--- src/rtl/ps2_pkg.sv ---
// Shared types, scan-code constants and the set-2 to HID translation for the PS/2 key packer.
package ps2_pkg;

    typedef enum logic [1:0] {
        IDLE   = 2'd0,
        DATA   = 2'd1,
        PARITY = 2'd2,
        STOP   = 2'd3
    } rx_state_t;

    typedef enum logic [1:0] {
        D_IDLE   = 2'd0,
        D_EXT    = 2'd1,
        D_BRK    = 2'd2,
        D_EXTBRK = 2'd3
    } dec_state_t;

    localparam int unsigned SLOTS  = 4;
    localparam int unsigned BYTE_W = 8;

    // Set-2 prefix bytes
    localparam logic [7:0] SC_EXT = 8'hE0;
    localparam logic [7:0] SC_BRK = 8'hF0;

    // Set-2 scan codes
    localparam logic [7:0] SC_A     = 8'h1C;
    localparam logic [7:0] SC_D     = 8'h23;
    localparam logic [7:0] SC_W     = 8'h1D;
    localparam logic [7:0] SC_S     = 8'h1B;
    localparam logic [7:0] SC_SPACE = 8'h29;
    localparam logic [7:0] SC_ENTER = 8'h5A;
    localparam logic [7:0] SC_LEFT  = 8'h6B;
    localparam logic [7:0] SC_RIGHT = 8'h74;
    localparam logic [7:0] SC_UP    = 8'h75;
    localparam logic [7:0] SC_DOWN  = 8'h72;

    // HID usage codes
    localparam logic [7:0] HID_NONE  = 8'h00;
    localparam logic [7:0] HID_A     = 8'h04;
    localparam logic [7:0] HID_D     = 8'h07;
    localparam logic [7:0] HID_W     = 8'h1A;
    localparam logic [7:0] HID_S     = 8'h16;
    localparam logic [7:0] HID_SPACE = 8'h2C;
    localparam logic [7:0] HID_ENTER = 8'h28;
    localparam logic [7:0] HID_LEFT  = 8'h50;
    localparam logic [7:0] HID_RIGHT = 8'h4F;
    localparam logic [7:0] HID_UP    = 8'h52;
    localparam logic [7:0] HID_DOWN  = 8'h51;

    // Map a set-2 code (with E0-extension flag) to HID; unsupported codes give HID_NONE
    function automatic logic [7:0] set2_to_hid(input logic ext, input logic [7:0] b);
        logic [7:0] hid;
        hid = HID_NONE;
        if (!ext) begin
            case (b)
                SC_A:     hid = HID_A;
                SC_D:     hid = HID_D;
                SC_W:     hid = HID_W;
                SC_S:     hid = HID_S;
                SC_SPACE: hid = HID_SPACE;
                SC_ENTER: hid = HID_ENTER;
                default:  hid = HID_NONE;
            endcase
        end else begin
            case (b)
                SC_LEFT:  hid = HID_LEFT;
                SC_RIGHT: hid = HID_RIGHT;
                SC_UP:    hid = HID_UP;
                SC_DOWN:  hid = HID_DOWN;
                default:  hid = HID_NONE;
            endcase
        end
        return hid;
    endfunction

endpackage

--- src/rtl/ps2_rx_frame.sv ---
// PS/2 frame receiver: pin synchronizer, falling-edge sampling, parity/stop check and timeout.
module ps2_rx_frame
    import ps2_pkg::*;
#(
    parameter int unsigned TIMEOUT_CYCLES = 50000,
    parameter int unsigned SYNC_STAGES    = 2
) (
    input  logic       Clk,
    input  logic       Reset,
    input  logic       ps2_clk,
    input  logic       ps2_data,
    output logic       byte_valid,
    output logic [7:0] byte_data,
    output logic       frame_err
);

    localparam int unsigned TMR_W = $clog2(TIMEOUT_CYCLES + 1);

    logic [SYNC_STAGES-1:0] clk_sync;
    logic [SYNC_STAGES-1:0] data_sync;
    logic                   clk_prev;
    logic                   clk_s;
    logic                   data_s;
    logic                   fall_c;
    logic                   timeout_c;

    rx_state_t              state;
    rx_state_t              state_next;
    logic [TMR_W-1:0]       timer;
    logic [2:0]             bit_cnt;
    logic [7:0]             shreg;
    logic                   par_bit;
    logic                   valid_c;
    logic                   err_c;

    // Synchronize the pins; idle level of both lines is high
    always_ff @(posedge Clk or posedge Reset) begin
        if (Reset) begin
            clk_sync  <= '1;
            data_sync <= '1;
            clk_prev  <= 1'b1;
        end else begin
            clk_sync  <= {clk_sync[SYNC_STAGES-2:0], ps2_clk};
            data_sync <= {data_sync[SYNC_STAGES-2:0], ps2_data};
            clk_prev  <= clk_sync[SYNC_STAGES-1];
        end
    end

    assign clk_s     = clk_sync[SYNC_STAGES-1];
    assign data_s    = data_sync[SYNC_STAGES-1];
    assign fall_c    = clk_prev & ~clk_s;
    assign timeout_c = (state != IDLE) && !fall_c && (timer == TMR_W'(TIMEOUT_CYCLES - 1));

    // Cycles since the last falling edge while a frame is in progress
    always_ff @(posedge Clk or posedge Reset) begin
        if (Reset) begin
            timer <= '0;
        end else if (state == IDLE || fall_c) begin
            timer <= '0;
        end else begin
            timer <= timer + TMR_W'(1);
        end
    end

    // State register
    always_ff @(posedge Clk or posedge Reset) begin
        if (Reset) begin
            state <= IDLE;
        end else begin
            state <= state_next;
        end
    end

    // Next-state logic; a timeout overrides any frame progress
    always_comb begin
        state_next = state;
        case (state)
            IDLE:    if (fall_c && !data_s)              state_next = DATA;
            DATA:    if (fall_c && bit_cnt == 3'd7)      state_next = PARITY;
            PARITY:  if (fall_c)                         state_next = STOP;
            STOP:    if (fall_c)                         state_next = IDLE;
            default:                                     state_next = IDLE;
        endcase
        if (timeout_c) begin
            state_next = IDLE;
        end
    end

    // Frame outcome decided on the stop-bit edge: odd parity over data+parity and stop high
    always_comb begin
        valid_c = 1'b0;
        err_c   = 1'b0;
        if (state == STOP && fall_c) begin
            if (data_s && (^{shreg, par_bit})) begin
                valid_c = 1'b1;
            end else begin
                err_c = 1'b1;
            end
        end
        if (timeout_c) begin
            err_c = 1'b1;
        end
    end

    // Registered pulses
    always_ff @(posedge Clk or posedge Reset) begin
        if (Reset) begin
            byte_valid <= 1'b0;
            frame_err  <= 1'b0;
        end else begin
            byte_valid <= valid_c;
            frame_err  <= err_c;
        end
    end

    // Bit shift register, LSB first, plus captured parity bit
    always_ff @(posedge Clk or posedge Reset) begin
        if (Reset) begin
            bit_cnt <= '0;
            shreg   <= '0;
            par_bit <= 1'b0;
        end else if (fall_c) begin
            case (state)
                IDLE: bit_cnt <= '0;
                DATA: begin
                    shreg   <= {data_s, shreg[7:1]};
                    bit_cnt <= bit_cnt + 3'd1;
                end
                PARITY:  par_bit <= data_s;
                default: ;
            endcase
        end
    end

    assign byte_data = shreg;

endmodule

--- src/rtl/ps2_keycode_packer.sv ---
// Set-2 decode FSM and packed four-slot held-key table driving the keycode bus.
module ps2_keycode_packer
    import ps2_pkg::*;
#(
    parameter int unsigned TIMEOUT_CYCLES = 50000,
    parameter int unsigned SYNC_STAGES    = 2
) (
    input  logic        Clk,
    input  logic        Reset,
    input  logic        ps2_clk,
    input  logic        ps2_data,
    output logic [31:0] keycode,
    output logic        key_changed,
    output logic        frame_err
);

    logic       byte_valid;
    logic [7:0] byte_data;

    dec_state_t dec_state;
    dec_state_t dec_next;
    logic       is_make_c;
    logic       is_break_c;
    logic       ext_c;
    logic [7:0] hid_c;

    logic        found_c;
    logic [1:0]  hit_idx_c;
    logic [1:0]  empty_idx_c;
    logic        full_c;
    logic [31:0] low_mask_c;
    logic [31:0] kc_next;

    ps2_rx_frame #(
        .TIMEOUT_CYCLES (TIMEOUT_CYCLES),
        .SYNC_STAGES    (SYNC_STAGES)
    ) u_rx (
        .Clk        (Clk),
        .Reset      (Reset),
        .ps2_clk    (ps2_clk),
        .ps2_data   (ps2_data),
        .byte_valid (byte_valid),
        .byte_data  (byte_data),
        .frame_err  (frame_err)
    );

    // Decode state register
    always_ff @(posedge Clk or posedge Reset) begin
        if (Reset) begin
            dec_state <= D_IDLE;
        end else begin
            dec_state <= dec_next;
        end
    end

    // Decode next-state: prefixes E0/F0 steer, everything else completes a key event
    always_comb begin
        dec_next = dec_state;
        if (byte_valid) begin
            case (dec_state)
                D_IDLE: begin
                    if (byte_data == SC_EXT)      dec_next = D_EXT;
                    else if (byte_data == SC_BRK) dec_next = D_BRK;
                end
                D_EXT:   dec_next = (byte_data == SC_BRK) ? D_EXTBRK : D_IDLE;
                D_BRK:   dec_next = D_IDLE;
                D_EXTBRK: dec_next = D_IDLE;
                default: dec_next = D_IDLE;
            endcase
        end
    end

    // Decode outputs: which key event the current byte completes
    always_comb begin
        is_make_c  = 1'b0;
        is_break_c = 1'b0;
        ext_c      = 1'b0;
        if (byte_valid) begin
            case (dec_state)
                D_IDLE:   is_make_c = (byte_data != SC_EXT) && (byte_data != SC_BRK);
                D_EXT: begin
                    is_make_c = (byte_data != SC_BRK);
                    ext_c     = 1'b1;
                end
                D_BRK:    is_break_c = 1'b1;
                D_EXTBRK: begin
                    is_break_c = 1'b1;
                    ext_c      = 1'b1;
                end
                default: ;
            endcase
        end
        hid_c = set2_to_hid(ext_c, byte_data);
    end

    // Slot search: lowest slot matching the code and lowest empty slot
    always_comb begin
        found_c     = 1'b0;
        hit_idx_c   = 2'd0;
        empty_idx_c = 2'd0;
        for (int k = SLOTS - 1; k >= 0; k--) begin
            if (keycode[BYTE_W*k +: BYTE_W] == hid_c) begin
                found_c   = 1'b1;
                hit_idx_c = 2'(k);
            end
            if (keycode[BYTE_W*k +: BYTE_W] == HID_NONE) begin
                empty_idx_c = 2'(k);
            end
        end
        full_c = (keycode[31:24] != HID_NONE);
    end

    // Insert into the first empty slot, or remove a slot and shift higher slots down
    always_comb begin
        kc_next    = keycode;
        low_mask_c = (32'd1 << {hit_idx_c, 3'b000}) - 32'd1;
        if (hid_c != HID_NONE) begin
            if (is_make_c && !found_c && !full_c) begin
                kc_next = keycode | (32'(hid_c) << {empty_idx_c, 3'b000});
            end else if (is_break_c && found_c) begin
                kc_next = (keycode & low_mask_c) | ((keycode >> 8) & ~low_mask_c);
            end
        end
    end

    // Registered table and change pulse
    always_ff @(posedge Clk or posedge Reset) begin
        if (Reset) begin
            keycode     <= '0;
            key_changed <= 1'b0;
        end else begin
            keycode     <= kc_next;
            key_changed <= (kc_next != keycode);
        end
    end

endmodule

--- config.mk ---
export PLATFORM = sky130hd
export DESIGN_NAME = ps2_keycode_packer
export DESIGN_NICKNAME = d
export VERILOG_FILES = /design/src/rtl/ps2_pkg.sv /design/src/rtl/ps2_rx_frame.sv /design/src/rtl/ps2_keycode_packer.sv
export SDC_FILE = /design/constraint.sdc
export NUM_CORES = 1
export LEC_CHECK = 0
export BUFFER_PORTS_ARGS = -buffer_cell sky130_fd_sc_hd__buf_2
export CORE_UTILIZATION = 37
export DETAILED_ROUTE_END_ITERATION = 8
export PLACE_DENSITY = 0.57
export SKIP_CTS_REPAIR_TIMING = 1
export SLEW_MARGIN = 30
export SYNTH_ARGS = -nofsm -noshare
export SYNTH_HDL_FRONTEND = slang
export SYNTH_HIERARCHICAL = 1
export SYNTH_SLANG_ARGS = --single-unit
export TNS_END_PERCENT = 30
--- constraint.sdc ---
create_clock -name Clk -period 5.07 [get_ports Clk]
set_clock_uncertainty 0.05 [all_clocks]
set_input_delay 0.507 -clock Clk [delete_from_list [all_inputs] [get_ports Clk]]
set_output_delay 0.507 -clock Clk [all_outputs]
set_load 0.02 [all_outputs]
Word-level counts from Yosys, hierarchy flattened

Index checks and enable logic that the tools add are counted.

Register bits: 72
Bits in latches: 0
RAM bits: 0
Bits in read-only memories: 0
Bits of input ports: 4
Output and inout port bits: 34
Logic and storage cells: 131
Memories kept: 0

Add/subtract/negate cells: 3
Multipliers: 0
Div/mod/pow operators: 0
$lt $le $gt $ge: 0
Equal/unequal tests: 32
Shift operators: 2
Multiplexer cells: 41
Bitwise operators: 7
Reduce and logical (&&, ||, !) cells: 33

Operators with widths:

| cell                                                | count |
|---|---|
| 2-to-1 mux 32 bit                                   | 3 |
| OR 32 bit                                           | 2 |
| == test 8 x 7 -> 1 bit (second input constant)      | 5 |
| one-hot mux 6 bit (6 select lines)                  | 1 |
| AND 24 x 32 -> 32 bit                               | 1 |
| AND 32 bit                                          | 1 |
| == test 8 bit                                       | 4 |
| logical NOT 8 bit                                   | 4 |
| 2-to-1 mux 2 bit                                    | 16 |
| != test 32 bit                                      | 1 |
| inverter 32 bit                                     | 1 |
| left shift 1 x 5 -> 32 bit (first input constant)   | 1 |
| left shift 8 x 5 -> 32 bit                          | 1 |
| subtractor 32 x 1 -> 32 bit (second input constant) | 1 |
| one-hot mux 7 bit (4 select lines)                  | 1 |
| == test 8 x 5 -> 1 bit (second input constant)      | 3 |
| adder 16 x 1 -> 16 bit (second input constant)      | 1 |
| == test 16 bit (second input constant)              | 1 |
| == test 8 x 6 -> 1 bit (second input constant)      | 2 |
| == test 8 bit (second input constant)               | 2 |
| 2-to-1 mux 16 bit                                   | 1 |
| != test 8 bit (second input constant)               | 2 |
| nonzero test 8 bit                                  | 2 |
| 2-to-1 mux 1 bit                                    | 14 |
| other kinds (23)                                    | 47 |

Logic depth before layout (Yosys ltp)

Word-level depth: 19
Depth in mapped cells: 17

Cells and area by module

Netlist, hierarchy kept.

Modules (own cells, without submodules):

| module             | times used | cells an instance | area each (µm²) |
|---|---|---|---|
| ps2_keycode_packer | 1          | 381               | 3,253.1 |
| ps2_rx_frame       | 1          | 149               | 1,700.4 |

Worst setup path before layout

Ideal clock, no wire load.

Path kind: reg-to-reg
Start: register u_rx.shreg[1], in the netlist u_rx/byte_data[1]
End: register keycode[10]
Data arrival time: 3.088 ns
Required time: 4.902 ns
Setup slack: 1.814 ns
Stages on the path, launching flop included: 17
Clock period less this slack: 3.256 ns
Cell sequence: dfrtp_1 -> buf_2 -> nor3b_1 -> a32oi_1 -> or3_1 -> buf_4 -> a21oi_1 -> and4b_1 -> nand3_1 -> and3_4 -> buf_4 -> nor2_1 -> ha_1 -> a211oi_4 -> buf_2 -> nor2_1 -> a21o_1

Longest elaborated chain between the ends: 16

Ends and longest elaborated chain:

| element                                                                                         | RTL line                     | text |
|---|---|---|
| start: declaration                                                                              | ps2_rx_frame.sv:31           | `logic [7:0] shreg;` |
| start signal: assignment                                                                        | ps2_rx_frame.sv:126          | `shreg <= {data_s, shreg[7:1]};` |
| == test 8 x 7 -> 1 bit, or another cell as far along                                            | ps2_pkg.sv:55                | `case (b)` |
| one-hot mux 6 bit (6 select lines) / one-hot mux 7 bit (4 select lines) (equally long branches) | ps2_pkg.sv:55, ps2_pkg.sv:65 |  |
| 2-to-1 mux 8 bit                                                                                | ps2_pkg.sv:54                | `if (!ext) begin` |
| == test 8 bit                                                                                   | ps2_keycode_packer.sv:102    | `if (keycode[BYTE_W*k +: BYTE_W] == hid_c) begin` |
| 2-to-1 mux 2 bit (4 in series)                                                                  | ps2_keycode_packer.sv:102    |  |
| left shift 1 x 5 -> 32 bit                                                                      | ps2_keycode_packer.sv:116    | `low_mask_c = (32'd1 << {hit_idx_c, 3'b000}) - 32'd1;` |
| subtractor 32 x 1 -> 32 bit                                                                     | ps2_keycode_packer.sv:116    |  |
| inverter 32 bit                                                                                 | ps2_keycode_packer.sv:121    | `kc_next = (keycode & low_mask_c) \| ((keycode >> 8) & ~low_mask_c);` |
| AND 24 x 32 -> 32 bit                                                                           | ps2_keycode_packer.sv:121    |  |
| OR 32 bit                                                                                       | ps2_keycode_packer.sv:121    |  |
| 2-to-1 mux 32 bit                                                                               | ps2_keycode_packer.sv:120    | `end else if (is_break_c && found_c) begin` |
| 2-to-1 mux 32 bit                                                                               | ps2_keycode_packer.sv:118    | `if (is_make_c && !found_c && !full_c) begin` |
| 2-to-1 mux 32 bit (*)                                                                           | ps2_keycode_packer.sv:117    | `if (hid_c != HID_NONE) begin` |
| net kc_next[10]                                                                                 | ps2_keycode_packer.sv:32     | `logic [31:0] kc_next;` |
| end signal: assignment                                                                          | ps2_keycode_packer.sv:132    | `keycode <= kc_next;` |
| end: declaration                                                                                | ps2_keycode_packer.sv:12     | `output logic [31:0] keycode,` |

Mark *: on every way through the listed nets, which the timed path passes. The rest lies on a longest branch.
A chain may end at the register's enable or synchronous reset.

Final worst setup path

Start: register u_rx.shreg[2], in the netlist u_rx/byte_data[2]
End: register keycode[15]

The elaborated chain is that of the path after synthesis.

==> results_dict.tcl <==
set metrics [dict create \
    tns_ns 0 \
    buffer_ports.inserted 37 \
    min_period_over_period_pct 79.0 \
    totalWireLength_mm 14.0 \
    die_width_um 118 \
    first_global_vias 4222 \
    placed_cell_area_mm2 0.00520 \
    antenna_violating_nets_post_route 0 \
    required_ns 5.24 \
    max_slew_margin_pct 42.3 \
    min-delay-path-class "primary input to flip-flop" \
    mostFrequentLayoutCells "dfrtp_1, nor2_1, buf_2" \
    clk_pin_slew_worst_paths_ns 0.06 \
    synth.yosys.warnings 6 \
    antenna_found_initial 0 \
    total_iterations_of_the_first_detailed_routing_run 4 \
    root_buffer_selected_by_cts "clkbuf_16" \
    clock_tree_from_tritoncts "built" \
    outcome "complete, no violations" \
    synth-edff-count 0 \
    post_layout_minimum_cycle_time_ns 4.00 \
    grt_overflow 0 \
    final-setup-viol-count 0 \
    die_h_um 118 \
    num_rows 41 \
    flow.area_growth_from_synthesis_pct 11.3 \
    synthArstFlopShare_pct 100 \
    coreArea_mm2 0.0128 \
    yosysTopAreaCellShare_pct 33.8 \
    max_freq_mhz 250 \
    mappedNetlistArea_mm2 0.00495 \
    hpwlAfterDp_mm 10.1 \
    synth.area.top_cells "dfrtp_1, xnor2_1, nor2_1" \
    n_diodes 0 \
    clock_sinks 72 \
    layout.filler_cells 1273 \
    met1_capacity_usage_during_global_routing_pct 27.5 \
    mostFrequentLayoutCell "dfrtp_1" \
    drc 0 \
    dr.first_iter.drc_count 320 \
    finalHoldViolCount 0 \
    use_met2_pct 34.5 \
    die_area_mm2 0.0139 \
    cap_violations 0 \
    numCtsBuffers 9 \
    finalInstanceArea_mm2 0.00551 \
    syn_avg_cell_area_um2 9.35 \
    critical_path.endpoint_type "flip-flop" \
    grt_pass1_wl_mm 23.1 \
    synth_seq_cells 72 \
    vias 4234 \
    clkLatencyLatePin_ns 0.34 \
    gr-usage-met3_pct 3.44 \
    cp-start-kind "flip-flop" \
    netlist.top_cell.by_area "dfrtp_1" \
    yosys.cell_types.count 82 \
    initial_utilization_pct 38.6 \
    drive_gt1_share_pct 17.8 \
    rsz0062_at_grt "false" \
    io-pin-count 38 \
    cp.arrival_ns 4.17 \
    power_per_cell_area_mw_per_mm2 345 \
    grt_util_all_layers_pct 21.2 \
    gp_congestion 0.925 \
    worst_setup_path_type "flip-flop to flip-flop" \
    grt_most_used_layer "met2" \
    synthCells 530 \
    worstPathMaxFanout 14 \
    post_dr_wirelength_cell_um 19.2 \
    clk_path_buf_depth 2 \
    seq_area_frac_synth_pct 36.5 \
    largest_net_degree_at_the_start_of_global_routing 38 \
    synth_top_flop_cell "dfrtp_1" \
    nNetsFinal 562 \
    power.ir.vdd_worst_mv 0.253 \
    max_slew.worst_pin.slew_ns 0.862 \
    power_leakage_nw 2.51 \
    synth.net_count 542 \
    finish.utilization_pct 43.0 \
    final_max_slew_viol_count 0 \
    cts.htree.levels 3 \
    route.detailed.vias_per_inst 5.82 \
]
through the flow:
stage	setup slack (ns)	total power [mW]	instances	hold WS (ns)
after floorplan	1.81	1.15	530	0.295
after global placement	1.25	1.23	711	0.296
after detailed placement	1.15	1.25	711	0.299
after CTS	1.13	1.92	727	0.201
after global routing	0.748	2.02	727	0.198
final	1.07	1.90	727	0.213
cell families (layout without fill, tap and decap cells):
| kind of cell | Yosys count | after routing | synth area share [%] |
|---|---|---|---|
| buffers and inverters | 59 | 84 | 5.76 |
| xor gates and xnor gates | 55 | 55 | 10.3 |
| DFF | 72 | 72 | 36.5 |
| adders and majority gates | 8 | 8 | 2.02 |
| AOI/OAI and AO/OA | 129 | 129 | 19.9 |
| and+or+nand+nor | 193 | 193 | 22.4 |
| muxes | 14 | 14 | 3.11 |
where the power goes:
part	internal (mW)	switching (mW)	leakage (nW)
combinational	0.229	0.266	1.39
clock	0.411	0.254	0.152
sequential	0.635	0.106	0.973
total	1.27	0.626	2.51
state kept, by name, indices dropped and copies added (netlist names):
register,count
u_rx/clk_prev,1
u_rx/data_sync,2
u_rx/bit_cnt,3
keycode,32
u_rx/clk_sync,2
dec_state,2
u_rx/state,2
u_rx/timer,16
u_rx/par_bit,1
u_rx/frame_err,1
u_rx/byte_data,8
key_changed,1
u_rx/byte_valid,1
layout make-up:
cell class,instances,area [um2],area share (%)
Clock buffer,11,253,4.58
Clock inverter,5,63.8,1.16
Inverter,28,105,1.91
Multi-Input combinational cell,399,2860,51.9
Sequential cell,72,1810,32.8
Tap cell,172,215,3.90
Timing Repair Buffer,40,208,3.77
per-layer routing:
layer / part of all wire, % / wire length, um
met1: 45 / 6230
met2: 47 / 6550
met3: 6.0 / 832
met4: 2.4 / 338
met5: 0 / 0
critical path, cell delays in order, from the launching register on:
cell	delay (ns)
dfrtp_1	0.60
nor2b_2	0.39
nand3_1	0.23
xnor2_1	0.17
or4_1	0.40
a31oi_1	0.24
nand4_1	0.47
inv_1	0.16
nor2_1	0.06
ha_1	0.25
a211oi_4	0.48
mux2_1	0.38
synth_stat cells, drive strengths merged (5+ instances only):
library cell  number
nor2b              7
clkbuf            12
mux2              11
o22ai              6
o22a              10
inv               28
o21ai             20
xnor2             34
xor2              20
a21o               8
nor2              47
nand2b             5
and3              12
buf               19
and2               6
o21a              11
nor3               8
nand3             19
or4                5
a21oi             26
a211oi             5
dfstp              5
dfrtp             67
ha                 8
nor4              10
nand4             16
a31oi              8
nand2             36
final timing paths:
| path | cells past startpoint | from | to | slack [ns] |
|---|---|---|---|---|
| worst max-delay path | 11 | u_rx/byte_data[2]$_DFFE_PP0P_ | keycode[15]$_DFF_PP0_ | 1.07 |
| worst min-delay path | 1 | ps2_data | u_rx/data_sync[0]$_DFF_PP1_ | 0.21 |
| worst max register to register | 11 | u_rx/byte_data[2]$_DFFE_PP0P_ | keycode[15]$_DFF_PP0_ | 1.07 |
| worst min register to register | 0 | u_rx/clk_sync[0]$_DFF_PP1_ | u_rx/clk_sync[1]$_DFF_PP1_ | 0.31 |
| max in group asynchronous | 3 | Reset | u_rx/clk_prev$_DFF_PP1_ | 4.39 |
| min in group asynchronous | 3 | Reset | keycode[30]$_DFF_PP0_ | 0.22 |
(Power assumes the default switching activity.)
